[src/rtl/mem_ctrl_pkg.sv]
// mem_ctrl_pkg: shared constants, FSM and requester encodings, size decoding
package mem_ctrl_pkg;
  localparam logic TRUE = 1'b1;
  localparam logic FALSE = 1'b0;
  localparam int DATA_WIDTH = 32;
  typedef enum logic [1:0] {IDLE, READ, WRITE, DONE} state_e;
  typedef enum logic [1:0] {FETCH, LOAD, STORE} req_e;
  function automatic logic [2:0] size_to_n(input logic [5:0] size);
    return size == 6'd1 ? 3'd1 : size == 6'd2 ? 3'd2 : 3'd4;
  endfunction
endpackage

[src/rtl/mem_ctrl_if.sv]
// mem_ctrl_if: requester ports (fetch, load, store) plus the byte-wide RAM port
interface mem_ctrl_if;
  import mem_ctrl_pkg::*;
  logic                  in_rob_misbranch;
  logic                  in_fetch_ce;
  logic [DATA_WIDTH-1:0] in_fetch_addr;
  logic                  out_fetch_ce;
  logic [DATA_WIDTH-1:0] out_fetch_data;
  logic                  in_lsb_ce;
  logic [5:0]            in_lsb_size;
  logic                  in_lsb_signed;
  logic [DATA_WIDTH-1:0] in_lsb_addr;
  logic                  out_lsb_ce;
  logic [DATA_WIDTH-1:0] out_lsb_data;
  logic                  in_rob_ce;
  logic [5:0]            in_rob_size;
  logic [DATA_WIDTH-1:0] in_rob_addr;
  logic [DATA_WIDTH-1:0] in_rob_data;
  logic                  out_rob_ce;
  logic [7:0]            mem_din;
  logic [7:0]            mem_dout;
  logic [DATA_WIDTH-1:0] mem_a;
  logic                  mem_wr;
  logic                  io_buffer_full;
  modport slave (
    input  in_rob_misbranch, in_fetch_ce, in_fetch_addr, in_lsb_ce, in_lsb_size, in_lsb_signed,
           in_lsb_addr, in_rob_ce, in_rob_size, in_rob_addr, in_rob_data, mem_din, io_buffer_full,
    output out_fetch_ce, out_fetch_data, out_lsb_ce, out_lsb_data, out_rob_ce, mem_dout, mem_a, mem_wr
  );
  modport master (
    output in_rob_misbranch, in_fetch_ce, in_fetch_addr, in_lsb_ce, in_lsb_size, in_lsb_signed,
           in_lsb_addr, in_rob_ce, in_rob_size, in_rob_addr, in_rob_data, mem_din, io_buffer_full,
    input  out_fetch_ce, out_fetch_data, out_lsb_ce, out_lsb_data, out_rob_ce, mem_dout, mem_a, mem_wr
  );
endinterface

[src/rtl/mem_ctrl.sv]
// mem_ctrl: byte-serial RAM controller, store > load > fetch, little-endian assembly with extension
module mem_ctrl
  import mem_ctrl_pkg::*;
(
  input  logic      clk,
  input  logic      rst,
  input  logic      rdy,
  mem_ctrl_if.slave bus
);
  state_e state_q, state_d;
  req_e req_q, req_d;
  logic pf_q, pf_d, pl_q, pl_d, ps_q, ps_d, lsg_q, lsg_d, sgn_q, sgn_d;
  logic [DATA_WIDTH-1:0] fa_q, fa_d, la_q, la_d, ra_q, ra_d, rd_q, rd_d;
  logic [5:0] ls_q, ls_d, rs_q, rs_d;
  logic [DATA_WIDTH-1:0] addr_q, addr_d, wdata_q, wdata_d, buf_q, buf_d, asm;
  logic [2:0] n_q, n_d, k_q, k_d;
  logic [DATA_WIDTH-1:0] mem_a_q, mem_a_d, fdata_q, fdata_d, ldata_q, ldata_d;
  logic [7:0] mem_dout_q, mem_dout_d;
  logic mem_wr_q, mem_wr_d, fce_q, fce_d, lce_q, lce_d, rce_q, rce_d;
  logic mb, idle, sel_s, sel_l, sel_f, stall_sel, stall;
  logic [1:0] bi;

  function automatic logic [DATA_WIDTH-1:0] extend(input logic [DATA_WIDTH-1:0] w, input logic [2:0] n, input logic s);
    return n == 3'd1 ? {{24{s & w[7]}}, w[7:0]} : n == 3'd2 ? {{16{s & w[15]}}, w[15:0]} : w;
  endfunction

  assign mb = bus.in_rob_misbranch;
  assign idle = state_q == IDLE || state_q == DONE;
  assign sel_s = idle & ps_q;
  assign sel_l = idle & !ps_q & pl_q & !mb;
  assign sel_f = idle & !ps_q & !pl_q & pf_q & !mb;
  // UART lives at addr[17:16] == 2'b11; mem_wr is registered so the stall takes effect next cycle
  assign stall_sel = ra_q[17:16] == 2'b11 && bus.io_buffer_full;
  assign stall = addr_q[17:16] == 2'b11 && bus.io_buffer_full;
  assign bi = k_q[1:0] - 2'd1;

  always_comb begin
    asm = buf_q;
    asm[{bi, 3'b000} +: 8] = bus.mem_din;
  end

  always_comb begin
    state_d = state_q;
    req_d = req_q;
    addr_d = addr_q;
    wdata_d = wdata_q;
    buf_d = buf_q;
    n_d = n_q;
    k_d = k_q;
    sgn_d = sgn_q;
    mem_a_d = mem_a_q;
    mem_dout_d = mem_dout_q;
    mem_wr_d = FALSE;
    fce_d = FALSE;
    lce_d = FALSE;
    rce_d = FALSE;
    fdata_d = fdata_q;
    ldata_d = ldata_q;
    pf_d = (bus.in_fetch_ce | pf_q & !sel_f) & !mb;
    pl_d = (bus.in_lsb_ce | pl_q & !sel_l) & !mb;
    ps_d = bus.in_rob_ce | ps_q & !sel_s;
    fa_d = bus.in_fetch_ce ? bus.in_fetch_addr : fa_q;
    la_d = bus.in_lsb_ce ? bus.in_lsb_addr : la_q;
    ls_d = bus.in_lsb_ce ? bus.in_lsb_size : ls_q;
    lsg_d = bus.in_lsb_ce ? bus.in_lsb_signed : lsg_q;
    ra_d = bus.in_rob_ce ? bus.in_rob_addr : ra_q;
    rd_d = bus.in_rob_ce ? bus.in_rob_data : rd_q;
    rs_d = bus.in_rob_ce ? bus.in_rob_size : rs_q;
    if (idle) begin
      state_d = IDLE;
      if (sel_s) begin
        state_d = WRITE;
        req_d = STORE;
        addr_d = ra_q;
        wdata_d = rd_q;
        n_d = size_to_n(rs_q);
        k_d = 3'd0;
        mem_a_d = ra_q;
        mem_dout_d = rd_q[7:0];
        mem_wr_d = !stall_sel;
      end else if (sel_l | sel_f) begin
        state_d = READ;
        req_d = sel_l ? LOAD : FETCH;
        addr_d = sel_l ? la_q : fa_q;
        n_d = sel_l ? size_to_n(ls_q) : 3'd4;
        sgn_d = sel_l & lsg_q;
        k_d = 3'd0;
        mem_a_d = addr_d;
      end
    end else if (state_q == READ) begin
      // byte k-1 arrives on mem_din while address k is on mem_a
      if (mb) state_d = IDLE;
      else begin
        k_d = k_q + 3'd1;
        mem_a_d = addr_q + {29'd0, k_q} + 32'd1;
        buf_d = k_q == 3'd0 ? buf_q : asm;
        if (k_q == n_q) begin
          state_d = DONE;
          fce_d = req_q == FETCH;
          lce_d = req_q == LOAD;
          fdata_d = req_q == FETCH ? asm : fdata_q;
          ldata_d = req_q == LOAD ? extend(asm, n_q, sgn_q) : ldata_q;
        end
      end
    end else begin
      mem_wr_d = !stall;
      if (mem_wr_q && k_q == n_q - 3'd1) begin
        state_d = DONE;
        rce_d = TRUE;
        mem_wr_d = FALSE;
      end else if (mem_wr_q) begin
        k_d = k_q + 3'd1;
        mem_a_d = addr_q + {29'd0, k_d};
        mem_dout_d = wdata_q[{k_d[1:0], 3'b000} +: 8];
      end
    end
  end

  always_ff @(posedge clk) begin
    if (rst) begin
      state_q <= IDLE;
      req_q <= FETCH;
      {pf_q, pl_q, ps_q, lsg_q, sgn_q} <= '0;
      {fa_q, la_q, ra_q, rd_q, ls_q, rs_q} <= '0;
      {addr_q, wdata_q, buf_q, n_q, k_q} <= '0;
      {mem_a_q, mem_dout_q, mem_wr_q} <= '0;
      {fce_q, lce_q, rce_q, fdata_q, ldata_q} <= '0;
    end else if (rdy) begin
      state_q <= state_d;
      req_q <= req_d;
      {pf_q, pl_q, ps_q, lsg_q, sgn_q} <= {pf_d, pl_d, ps_d, lsg_d, sgn_d};
      {fa_q, la_q, ra_q, rd_q, ls_q, rs_q} <= {fa_d, la_d, ra_d, rd_d, ls_d, rs_d};
      {addr_q, wdata_q, buf_q, n_q, k_q} <= {addr_d, wdata_d, buf_d, n_d, k_d};
      {mem_a_q, mem_dout_q, mem_wr_q} <= {mem_a_d, mem_dout_d, mem_wr_d};
      {fce_q, lce_q, rce_q, fdata_q, ldata_q} <= {fce_d, lce_d, rce_d, fdata_d, ldata_d};
    end
  end

  assign bus.mem_a = mem_a_q;
  assign bus.mem_dout = mem_dout_q;
  assign bus.mem_wr = mem_wr_q;
  assign bus.out_fetch_ce = fce_q;
  assign bus.out_fetch_data = fdata_q;
  assign bus.out_lsb_ce = lce_q;
  assign bus.out_lsb_data = ldata_q;
  assign bus.out_rob_ce = rce_q;
endmodule

[src/flat_wrapper.sv]
// flat-port wrapper written by rule: the top's interface ports become plain ports
module mem_ctrl_flat import mem_ctrl_pkg::*;
  (clk, rst, rdy, bus_in_rob_misbranch, bus_in_fetch_ce, bus_in_fetch_addr, bus_in_lsb_ce, bus_in_lsb_size, bus_in_lsb_signed, bus_in_lsb_addr, bus_in_rob_ce, bus_in_rob_size, bus_in_rob_addr, bus_in_rob_data, bus_mem_din, bus_io_buffer_full, bus_out_fetch_ce, bus_out_fetch_data, bus_out_lsb_ce, bus_out_lsb_data, bus_out_rob_ce, bus_mem_dout, bus_mem_a, bus_mem_wr);
  mem_ctrl_if bus_i ();
  input  logic clk;
  input  logic rst;
  input  logic rdy;
  input wire logic [$bits(bus_i.in_rob_misbranch)-1:0] bus_in_rob_misbranch;
  input wire logic [$bits(bus_i.in_fetch_ce)-1:0] bus_in_fetch_ce;
  input wire logic [$bits(bus_i.in_fetch_addr)-1:0] bus_in_fetch_addr;
  input wire logic [$bits(bus_i.in_lsb_ce)-1:0] bus_in_lsb_ce;
  input wire logic [$bits(bus_i.in_lsb_size)-1:0] bus_in_lsb_size;
  input wire logic [$bits(bus_i.in_lsb_signed)-1:0] bus_in_lsb_signed;
  input wire logic [$bits(bus_i.in_lsb_addr)-1:0] bus_in_lsb_addr;
  input wire logic [$bits(bus_i.in_rob_ce)-1:0] bus_in_rob_ce;
  input wire logic [$bits(bus_i.in_rob_size)-1:0] bus_in_rob_size;
  input wire logic [$bits(bus_i.in_rob_addr)-1:0] bus_in_rob_addr;
  input wire logic [$bits(bus_i.in_rob_data)-1:0] bus_in_rob_data;
  input wire logic [$bits(bus_i.mem_din)-1:0] bus_mem_din;
  input wire logic [$bits(bus_i.io_buffer_full)-1:0] bus_io_buffer_full;
  output wire logic [$bits(bus_i.out_fetch_ce)-1:0] bus_out_fetch_ce;
  output wire logic [$bits(bus_i.out_fetch_data)-1:0] bus_out_fetch_data;
  output wire logic [$bits(bus_i.out_lsb_ce)-1:0] bus_out_lsb_ce;
  output wire logic [$bits(bus_i.out_lsb_data)-1:0] bus_out_lsb_data;
  output wire logic [$bits(bus_i.out_rob_ce)-1:0] bus_out_rob_ce;
  output wire logic [$bits(bus_i.mem_dout)-1:0] bus_mem_dout;
  output wire logic [$bits(bus_i.mem_a)-1:0] bus_mem_a;
  output wire logic [$bits(bus_i.mem_wr)-1:0] bus_mem_wr;
  assign bus_i.in_rob_misbranch = bus_in_rob_misbranch;
  assign bus_i.in_fetch_ce = bus_in_fetch_ce;
  assign bus_i.in_fetch_addr = bus_in_fetch_addr;
  assign bus_i.in_lsb_ce = bus_in_lsb_ce;
  assign bus_i.in_lsb_size = bus_in_lsb_size;
  assign bus_i.in_lsb_signed = bus_in_lsb_signed;
  assign bus_i.in_lsb_addr = bus_in_lsb_addr;
  assign bus_i.in_rob_ce = bus_in_rob_ce;
  assign bus_i.in_rob_size = bus_in_rob_size;
  assign bus_i.in_rob_addr = bus_in_rob_addr;
  assign bus_i.in_rob_data = bus_in_rob_data;
  assign bus_i.mem_din = bus_mem_din;
  assign bus_i.io_buffer_full = bus_io_buffer_full;
  assign bus_out_fetch_ce = bus_i.out_fetch_ce;
  assign bus_out_fetch_data = bus_i.out_fetch_data;
  assign bus_out_lsb_ce = bus_i.out_lsb_ce;
  assign bus_out_lsb_data = bus_i.out_lsb_data;
  assign bus_out_rob_ce = bus_i.out_rob_ce;
  assign bus_mem_dout = bus_i.mem_dout;
  assign bus_mem_a = bus_i.mem_a;
  assign bus_mem_wr = bus_i.mem_wr;
  mem_ctrl u_core (.clk(clk), .rst(rst), .rdy(rdy), .bus(bus_i));
endmodule
[config.mk]
export PLATFORM = sky130hd
export DESIGN_NAME = mem_ctrl_flat
export DESIGN_NICKNAME = d
export VERILOG_FILES = /design/src/rtl/mem_ctrl_pkg.sv /design/src/rtl/mem_ctrl_if.sv /design/src/rtl/mem_ctrl.sv /design/src/flat_wrapper.sv
export SDC_FILE = /design/constraint.sdc
export NUM_CORES = 1
export LEC_CHECK = 0
export BUFFER_PORTS_ARGS = -buffer_cell sky130_fd_sc_hd__buf_2
export CAP_MARGIN = 20
export CORE_UTILIZATION = 60
export CTS_CLUSTER_DIAMETER = 80
export DETAILED_ROUTE_END_ITERATION = 8
export GPL_TIMING_DRIVEN = 0
export PLACE_DENSITY = 0.82
export SLEW_MARGIN = 20
export SYNTH_ARGS = -nofsm -noshare
export SYNTH_HDL_FRONTEND = slang
export SYNTH_SLANG_ARGS = --single-unit
[constraint.sdc]
create_clock -name clk -period 9.9 [get_ports clk]
set_clock_uncertainty 0.2 [all_clocks]
set_input_delay 0.99 -clock clk [delete_from_list [all_inputs] [get_ports clk]]
set_output_delay 0.99 -clock clk [all_outputs]
set_load 0.1 [all_outputs]
==> metrics.txt, run 1 <==
largest net degree at the start of global routing 15; clk buf depth 3; 1st-iter DRT viols between 1500 and 2000; Worst Setup SP u_core.k_q[1]$_SDFFE_PP0P_; LEAKAGE 7.06 nW; first-pass GRT wire length 78.1 mm; cts hold-fix bufs 0; reg2reg start u_core.k_q[1]$_SDFFE_PP0P_; gpl congestion 0.952; max-slew violation count 0; Mapped Avg Cell Area 7.83 um^2; Num Clock Sinks around 360; Final Hold Viols 0; Min-Delay Path Class register to register; CTS clk-pin slew, worst paths 60 ps; Final period util 40.9%; CTS resizes 0; layout cell share with drive strength beyond 1 between 15 and 20%; Die Wd 162 um; CTS tree built; Max FO, Critical Path 9; routed vias 15600; status complete, no violations; Worst-Margin Slew roughly 890 ps; grt ovf 0; max-cap violations 0; CP required 10080 ps; H-Tree Depth 2; Post-synth EDFFs 0; Tmin final 4050 ps; FMAX 247 MHz; GRT Overall Usage 38.1%; synthesized flop and latch total 359; Worst setup EP type register; antenna cells 0; aggregate routed wire length 50.4 mm; NetSw 0.00134 W; FILL cells 2084; Avg Vias per Cell 5.94; Initial Utilization approximately 61%; later-pin clock latency in the skew report 530 ps; YS warnings 0; Die Y approximately 160 um; dpl cells approximately 2600; unrepaired setup endpoints after global routing false; Total Nets Final around 2400; register area share after synthesis 46.5%; Post-Synthesis Cells roughly 2000; combinational share of power 23.6%; hold_sp u_core.bus.mem_a[4]$_SDFFE_PP0P_; WP data arrival 4230 ps; commonest non-fill, non-tap cell in the layout nand2_1; startpoint class of the critical path register; Final HPWL DP approximately 37 mm; area delta synth->final 19.1%; TNS Setup 0 ps; most frequent cells in the layout nand2_1 (497), dfxtp_1 (359), a21oi_1 (291); clock share of power 36.4%; final setup vio count 0; vias in the first global route 14600; row count 58; Main synth FF type dfxtp_1; Synthesized Nets 2150; Worst Setup Path Type register to register; Synth Cell Area 0.0155 mm^2; Root Driver clkbuf_16; sequential power share 40.0%; cts bufs inserted 36; pwr dens roughly 210 mW/mm^2; Switching Fraction between 30% and 40%; core area 0.0253 mm^2; drt drc 0; Slew HR 40.4%; internal power 0.00257 W; Post-CTS Setup Bufs 0; antenna violations before repair 0; fin cells 2628; Die Area around 0.026 mm^2; buffers added on ports 261; Synth async-reset ratio 0%; num ports 265; synth unique cells 67; drt first pass iters 5; WL/cell 19.2 um; ANT nets after route 0; peak supply drop 0.000171 V
[power by group through the flow]
| stage | sequential, W | combinational (W) | clock [W] |
|---|---|---|---|
| floorplan | 0.00183 | 0.000381 | 0 |
| global placement | 0.00159 | 0.000884 | 0 |
| detailed placement | 0.00159 | 0.000893 | 0 |
| CTS | 0.00156 | 0.000901 | 0.00142 |
| global route | 0.00157 | 0.000970 | 0.00149 |
| finish | 0.00156 | 0.000925 | 0.00142 |
[critical path, stage by stage, from the launching register on]
cell and delay (ps):
dfxtp_1 600, inv_1 160, ha_1 440, inv_1 140, fa_1 430, nor2b_1 210
o221ai_1 270, or3_1 450, buf_2 160, o31a_1 240, o31ai_1 480, o22ai_1 130
[metal layers]
| metal | vias to the layer above | routed length (um) | global-route usage (%) |
|---|---|---|---|
| met3 | 148 | 5570 | 7.41 |
| met2 | 914 | 22400 | 59.7 |
| met1 | 7225 | 20400 | 51.2 |
| met4 | 0 | 1990 | 16.1 |
| met5 | - | 0 | 0 |
| li1 | 7323 | - | - |
[layout make-up]
class	count	area, um^2	share of cell area [%]
multi-input cells	1430	7550	41.0
flip-flops and latches	359	7190	39.0
repair buffers	261	1310	7.09
clock buffers	54	1110	6.03
plain buffers	157	609	3.31
well taps	330	413	2.24
clock inverters	9	128	0.693
inverters	28	105	0.571
[cell usage after synthesis, types with 6 or more instances]
cell	n	area share [%]
nand2b_1	11	0.45
clkbuf_1	137	3.3
nor2b_1	42	1.7
a21oi_1	291	9.4
nor2_1	171	4.2
a31oi_1	17	0.69
and2_1	10	0.40
nand4_1	18	0.73
buf_2	13	0.42
xor2_1	13	0.74
ha_1	17	1.4
and3_1	8	0.32
o22ai_1	6	0.24
a311oi_1	8	0.45
dfxtp_1	359	47
o211ai_1	12	0.58
nor4_1	7	0.28
nor3_1	34	1.1
inv_1	28	0.68
a211oi_1	82	4.0
nand3_1	22	0.71
mux2i_1	21	1.4
xnor2_1	17	0.96
mux4_2	8	1.2
nand2_1	497	12
o21ai_0	44	1.4
buf_1	6	0.15
[through the flow]
step	hold WS, ps	utilization (%)	instance area (um^2)	total power (W)	worst slack [ps]
floorplan	231	-	15500	0.00221	6740
global placement	237	68.0	17200	0.00248	6050
detailed placement	243	68.0	17200	0.00249	6030
CTS	251	72.9	18400	0.00388	5960
global route	270	72.9	18400	0.00403	5690
finish	250	72.9	18400	0.00391	5850
[final timing paths]
kind	endpoint	slack (ps)	cells past startpoint
max	u_core.bus.mem_a[30]$_SDFFE_PP0P_	5850	11
min	u_core.bus.mem_a[4]$_SDFFE_PP0P_	250	2
max reg2reg	u_core.bus.mem_a[30]$_SDFFE_PP0P_	5850	11
min reg2reg	u_core.bus.mem_a[4]$_SDFFE_PP0P_	250	2
[state kept, by name (all words and copies together), names as in the netlist, 2 cells and up]
register and flops:
u_core.bus.out_lsb_data 32, u_core.k_q 3, u_core.state_q 2, u_core.wdata_q 32, u_core.bus.mem_a 32, u_core.ls_q 6, u_core.rs_q 6, u_core.fa_q 32
u_core.ra_q 32, u_core.n_q 3, u_core.bus.mem_dout 8, u_core.buf_q 32, u_core.bus.out_fetch_data 32, u_core.la_q 32, u_core.rd_q 32, u_core.req_q 2
u_core.addr_q 32
[kinds of logic (layout without fill, tap and decap cells)]
group                    Yosys count  count (layout)  share of synthesized area, %
AND/OR/NAND/NOR                  846             846                          23.5
AO/OA/AOI/OAI                    504             504                          19.3
flip-flops                       359             359                          46.5
buffers and inverters            185             509                          4.62
XOR/XNOR                          31              31                          1.85
multiplexers                      30              30                          2.60
adder cells (fa/ha/maj)           19              19                          1.64
No activity file was read; power rests on OpenSTA's default activity.
==> inputs of run 2 (changes only) <==
CORE_UTILIZATION = 56   (was 60)
PLACE_DENSITY = 0.77   (was 0.82)
clock period = 4.1 ns   (was 9.9 ns; I/O delays follow)
==> run 2 against run 1 <==
Compared with the run above:
- global-route usage up 0.81 points
- critical path type unchanged
- via count grew 6.8%
- setup slack got worse by 5500 ps
- largest power group unchanged
- utilization rose by 0.46 points
- non-clock buffer count up 142
- die area up 7.0%
- first-iteration DRC count grew 8.7%
- largest cell class unchanged
- routed wire length rose by 11%
==> metrics.txt, run 2 (synthesis gave the netlist of run 1 again) <==
H-Tree Depth 2 (unchanged); vias in the first global route 15500 (+6.3%); Slowest-stage cell, CP dfxtp_1; WL/cell 20.1 um (+5.0%); Num Clock Sinks 359 (unchanged); unrepaired setup endpoints after global routing false; worst path cell trace inv_1 -> ha_1 -> inv_1 -> fa_1 -> nor2b_1 -> o221ai_2 -> or3_1 -> buf_2 -> o31a_1 -> o31ai_2 -> o22ai_1; Final Hold Viols 0 (unchanged); dpl cells 2576 (+0.43%); Final HPWL DP 37.4 mm (-0.11%); RR Endpoint u_core.bus.mem_a[30]$_SDFFE_PP0P_; layout cell share with drive strength beyond 1 14.7% (-0.75 points); reg2reg start u_core.k_q[0]$_SDFFE_PP0P_; Avg Vias per Cell 5.99 (+0.78%); buffers added on ports 261 (unchanged); startpoint class of the critical path register; Tmin final 3800 ps (-256 ps); most frequent cells in the layout nand2_1 (497), dfxtp_1 (358), a21oi_1 (291); 1st-iter DRT viols 1842 (+8.7%); TNS Setup 0 ps (unchanged); CP most frequent cell inv_1; slack of the worst reg-to-reg path 300 ps (-5540 ps); first-pass GRT wire length 85.4 mm (+9.3%); Die Y 168 um (+3.5%); area delta synth->final 28.3%; drt drc 0 (unchanged); peak supply drop 0.000305 V (+78%); FMAX 263 MHz (+6.7%); Critical Path Sink u_core.bus.mem_a[30]$_SDFFE_PP0P_; drt first pass iters 9 (+4); CTS clk-pin slew, worst paths 60 ps (about the same); Root Driver clkbuf_16; Worst Setup Path Type register to register; row count 60 (+3.4%); CP peak stage delay 490 ps (-110 ps); Die Area 0.0283 mm^2 (+7.0%); CTS tree built; reg2reg path depth 11 (unchanged); num ports 265 (unchanged); largest net degree at the start of global routing 15 (unchanged); WP data arrival 3980 ps (-250 ps); max-cap violations 0 (unchanged); routed vias 16700 (+6.8%); fin util 73.4% (+0.46 points); Post-Place Cell Area 0.0172 mm^2 (about the same); Worst Setup SP u_core.k_q[0]$_SDFFE_PP0P_; Worst-Margin Slew 917 ps (+26.5 ps); grt ovf 0 (unchanged); Worst setup EP type register; overall power 0.00951 W (+140%); final setup vio count 0 (unchanged); pwr dens 479 mW/mm^2 (+130%); Max FO, Critical Path 7 (-2); gpl congestion 0.952 (about the same); Die Wd 168 um (+3.5%); Final period util 92.6% (+52 points); design area 0.0198 mm^2 (+7.7%); max-slew violation count 0 (unchanged); Post-CTS Setup Bufs 0 (unchanged); Total Nets Final 2593 (+5.9%); core area 0.0270 mm^2 (+7.0%); cts bufs inserted 38 (+5.6%); GRT Overall Usage 38.9% (+0.81 points); fin cells 2784 (+5.9%); antenna violations before repair 0 (unchanged); later-pin clock latency in the skew report 530 ps (about the same); ANT nets after route 0 (unchanged); clk buf depth 3 (unchanged); aggregate routed wire length 56.0 mm (+11%); LEAKAGE 7.62 nW (+7.9%); CP required 4290 ps (-5790 ps); Slew HR 38.6% (-1.8 points); Min-Delay Path Class primary input to register; status complete, no violations; commonest non-fill, non-tap cell in the layout nand2_1; Initial Utilization 57.2% (-4.0 points)
-- run 2: worst min-delay path by stage --
stage | from | endpoint | cells past startpoint
global placement | u_core.bus.mem_a[4]$_SDFFE_PP0P_ | u_core.bus.mem_a[4]$_SDFFE_PP0P_ | 2
detailed placement | u_core.rd_q[30]$_SDFFE_PP0P_ | u_core.wdata_q[30]$_SDFFE_PP0P_ | 2
global route | bus_in_lsb_ce | u_core.pl_q$_SDFFE_PP0P_ | 3
floorplan | u_core.ls_q[4]$_SDFFE_PP0P_ | u_core.ls_q[4]$_SDFFE_PP0P_ | 2
CTS | bus_in_lsb_ce | u_core.pl_q$_SDFFE_PP0P_ | 3
finish | bus_in_lsb_ce | u_core.pl_q$_SDFFE_PP0P_ | 3
-- run 2: report_power, final --
group | internal [W] | switching [W]
logic | 0.000586 | 0.00178
registers | 0.00366 | 0.000114
clock network | 0.00193 | 0.00143
total | 0.00618 | 0.00332
-- run 2: repair_timing --
item | in CTS | in global routing
endpoints found under the hold margin | 142 | 0
hold buffers | 142 | 0
resized for setup | 0 | 4
endpoints found under the setup margin | 0 | 2
-- run 2: per-stage QoR --
stage,hold WS [ps],setup slack [ps]
after floorplan,231,938
after global placement,236,190
after detailed placement,242,120
after CTS,21.6,103
after global routing,43.7,98.5
final,53.6,305
-- run 2: final cells by class --
class | instances | area [um^2]
multi-input cells | 1430 | 7570
fillers | 2050 | 7200
flip-flops and latches | 359 | 7190
repair buffers | 403 | 2730
clock buffers | 53 | 1100
plain buffers | 157 | 609
well taps | 341 | 427
inverters | 28 | 105
clock inverters | 12 | 98.8
diodes | 1 | 2.50
-- run 2: routing by layer --
metal | vias up | share of wire (%) | global-route usage, %
li1 | 7615 | - | -
met4 | 0 | 4.4 | 15.9
met3 | 220 | 11 | 8.79
met1 | 7740 | 40 | 51.3
met2 | 1090 | 44 | 61.8
met5 | - | 0 | 0
-- run 2: worst max-delay path, delay by kind of cell, from the launching register on --
kind | cells | cell delay [ps]
DFF | 1 | 490
buffers and inverters | 3 | 520
and+or+nand+nor | 2 | 680
adders and majority gates | 2 | 870
AOI/OAI and AO/OA | 4 | 890
==> inputs of run 3 (changes only) <==
BUFFER_PORTS_ARGS = -buffer_cell sky130_fd_sc_hd__buf_4   (was -buffer_cell sky130_fd_sc_hd__buf_2)
==> run 3 against run 2 <==
Compared with the run above:
- global-route usage grew 0.63 points
- worst hold slack gained 100 ps
- setup slack lost 150 ps
- total power grew 1.6%
- clock-buffer cell count shrank 2
- register-to-register slack lost 150 ps
- design area grew 3.4%
- sequential power is essentially flat
- die area is the same
- maximum frequency shrank 3.7%
==> metrics.txt, run 3 (synthesis gave the netlist of run 1 again) <==
Avg Vias per Cell 5.93 (-0.87%); grt ovf 0 (unchanged); unrepaired setup endpoints after global routing false; first-pass GRT wire length 87.0 mm (+1.8%); Min-Delay Path Class primary input to register; Post-Place Cell Area 0.0178 mm^2 (+3.8%); peak supply drop 0.000307 V (+0.89%); hold path depth 3 (unchanged); vias in the first global route 16000 (+3.4%); WL/cell 20.4 um (+1.3%); CTS clk-pin slew, worst paths 60 ps (about the same); fin util 75.9% (+2.5 points); CP peak stage delay 490 ps (about the same); later-pin clock latency in the skew report 540 ps (about the same); Worst Setup Path Type register to register; WP data arrival 4130 ps (+150 ps); clk buf depth 3 (unchanged); layout cell share with drive strength beyond 1 14.8% (+0.064 points); reg2reg start u_core.k_q[0]$_SDFFE_PP0P_; most frequent cells in the layout nand2_1 (497), dfxtp_1 (358), a21oi_1 (291); hold worst-path end u_core.buf_q[2]$_SDFFE_PP0P_; Total Nets Final 2594 (+0.039%); Slowest-stage cell, CP dfxtp_1; Tmin final 3940 ps (+145 ps); hold_sp bus_mem_din[2]; Final Hold Viols 0 (unchanged); worst path bufs/invs 3 (unchanged); Die Area 0.0283 mm^2 (unchanged); final setup vio count 0 (unchanged); TNS Setup 0 ps (unchanged); routed vias 16500 (-0.73%); Crit path max-delay family compound AO/OA/AOI/OAI gates; Root Driver clkbuf_16; H-Tree Depth 2 (unchanged); worst path cell trace inv_1 -> ha_1 -> inv_1 -> fa_1 -> nor2b_1 -> o221ai_1 -> or3_1 -> buf_2 -> o31a_1 -> o31ai_2 -> o22ai_1; antenna violations before repair 3 (+3); aggregate routed wire length 56.8 mm (+1.4%); design area 0.0205 mm^2 (+3.4%); Initial Utilization 57.2% (unchanged); Slew HR 37.4% (-1.2 points); Max FO, Critical Path 7 (unchanged); startpoint class of the critical path register; area delta synth->final 32.7%; slack of the worst reg-to-reg path 160 ps (-150 ps); ANT nets after route 0 (unchanged); Die Wd 168 um (unchanged); core area 0.0270 mm^2 (unchanged); drt first pass iters 5 (-4); row count 60 (unchanged); Num Clock Sinks 359 (unchanged); Final HPWL DP 38.7 mm (+3.6%); FMAX 254 MHz (-3.7%); largest net degree at the start of global routing 14 (-1); reg2reg path depth 11 (unchanged); commonest non-fill, non-tap cell in the layout nand2_1; CP required 4290 ps (about the same); Worst-Margin Slew 939 ps (+21.5 ps); fin cells 2788 (+0.14%); CTS tree built; LEAKAGE 7.77 nW (+2.0%); num ports 265 (unchanged); gpl congestion 0.915 (-3.9%); CP most frequent cell inv_1; Worst setup EP type register; Die Y 168 um (unchanged); status complete, no violations; RR Endpoint u_core.bus.mem_a[30]$_SDFFE_PP0P_; drt drc 0 (unchanged); dpl cells 2576 (unchanged); GRT Overall Usage 39.5% (+0.63 points); cts bufs inserted 38 (unchanged); max-cap violations 0 (unchanged); 1st-iter DRT viols 2012 (+9.2%); pwr dens 471 mW/mm^2 (-1.8%); max-slew violation count 0 (unchanged); buffers added on ports 261 (unchanged); Final period util 96.1% (+3.5 points)
-- run 3: power breakdown --
group	switching (W)	internal [W]	total, W
Sequential	0.000119	0.00366	0.00378
Clock	0.00145	0.00197	0.00342
Combinational	0.00178	0.000674	0.00246
-- run 3: area by class of cell --
type | instances | area [um^2]
multi-input combinational | 1430 | 7560
sequential | 359 | 7190
fill | 1973 | 6520
timing repair buffer | 404 | 3390
clock buffer | 51 | 1070
buffer | 157 | 609
tap | 341 | 427
clock inverter | 16 | 151
inverter | 28 | 105
antenna | 2 | 5.00
-- run 3: worst min-delay path, stage by stage --
cell and delay [ps]:
buf_4 130, a21oi_1 110, a211oi_1 180
-- run 3: timing repair --
item,in CTS,in global routing
endpoints found under the setup margin,0,2
endpoints found under the hold margin,143,0
setup buffers,0,0
resized for setup,0,3
hold buffers,143,0
-- run 3: worst max-delay path by stage --
stage | end | slack (ps) | depth (start not counted) | from
after detailed placement | u_core.bus.mem_a[30]$_SDFFE_PP0P_ | 170 | 11 | u_core.k_q[1]$_SDFFE_PP0P_
after floorplan | u_core.bus.mem_a[30]$_SDFFE_PP0P_ | 940 | 11 | u_core.k_q[1]$_SDFFE_PP0P_
final | u_core.bus.mem_a[30]$_SDFFE_PP0P_ | 160 | 11 | u_core.k_q[0]$_SDFFE_PP0P_
after global routing | u_core.bus.mem_a[30]$_SDFFE_PP0P_ | 20 | 11 | u_core.k_q[0]$_SDFFE_PP0P_
after global placement | u_core.bus.mem_a[30]$_SDFFE_PP0P_ | 180 | 11 | u_core.k_q[1]$_SDFFE_PP0P_
after CTS | u_core.bus.mem_a[30]$_SDFFE_PP0P_ | 120 | 11 | u_core.k_q[1]$_SDFFE_PP0P_
-- run 3: metal layers --
layer	vias to the layer above	GRT usage, %	routed length [um]
met1	7718	52.4	23000
li1	7630	-	-
met3	183	7.55	5940
met4	0	16.9	2330
met5	-	0	0
met2	1013	63.2	25500
-- run 3: stage by stage --
stage / hold slack (ps) / total power (W) / worst slack [ps]
final: 157 / 0.00966 / 159
after global routing: 167 / 0.00990 / 17.3
after CTS: 145 / 0.00955 / 123
after detailed placement: 241 / 0.00611 / 166
after global placement: 239 / 0.00608 / 177
after floorplan: 231 / 0.00534 / 938
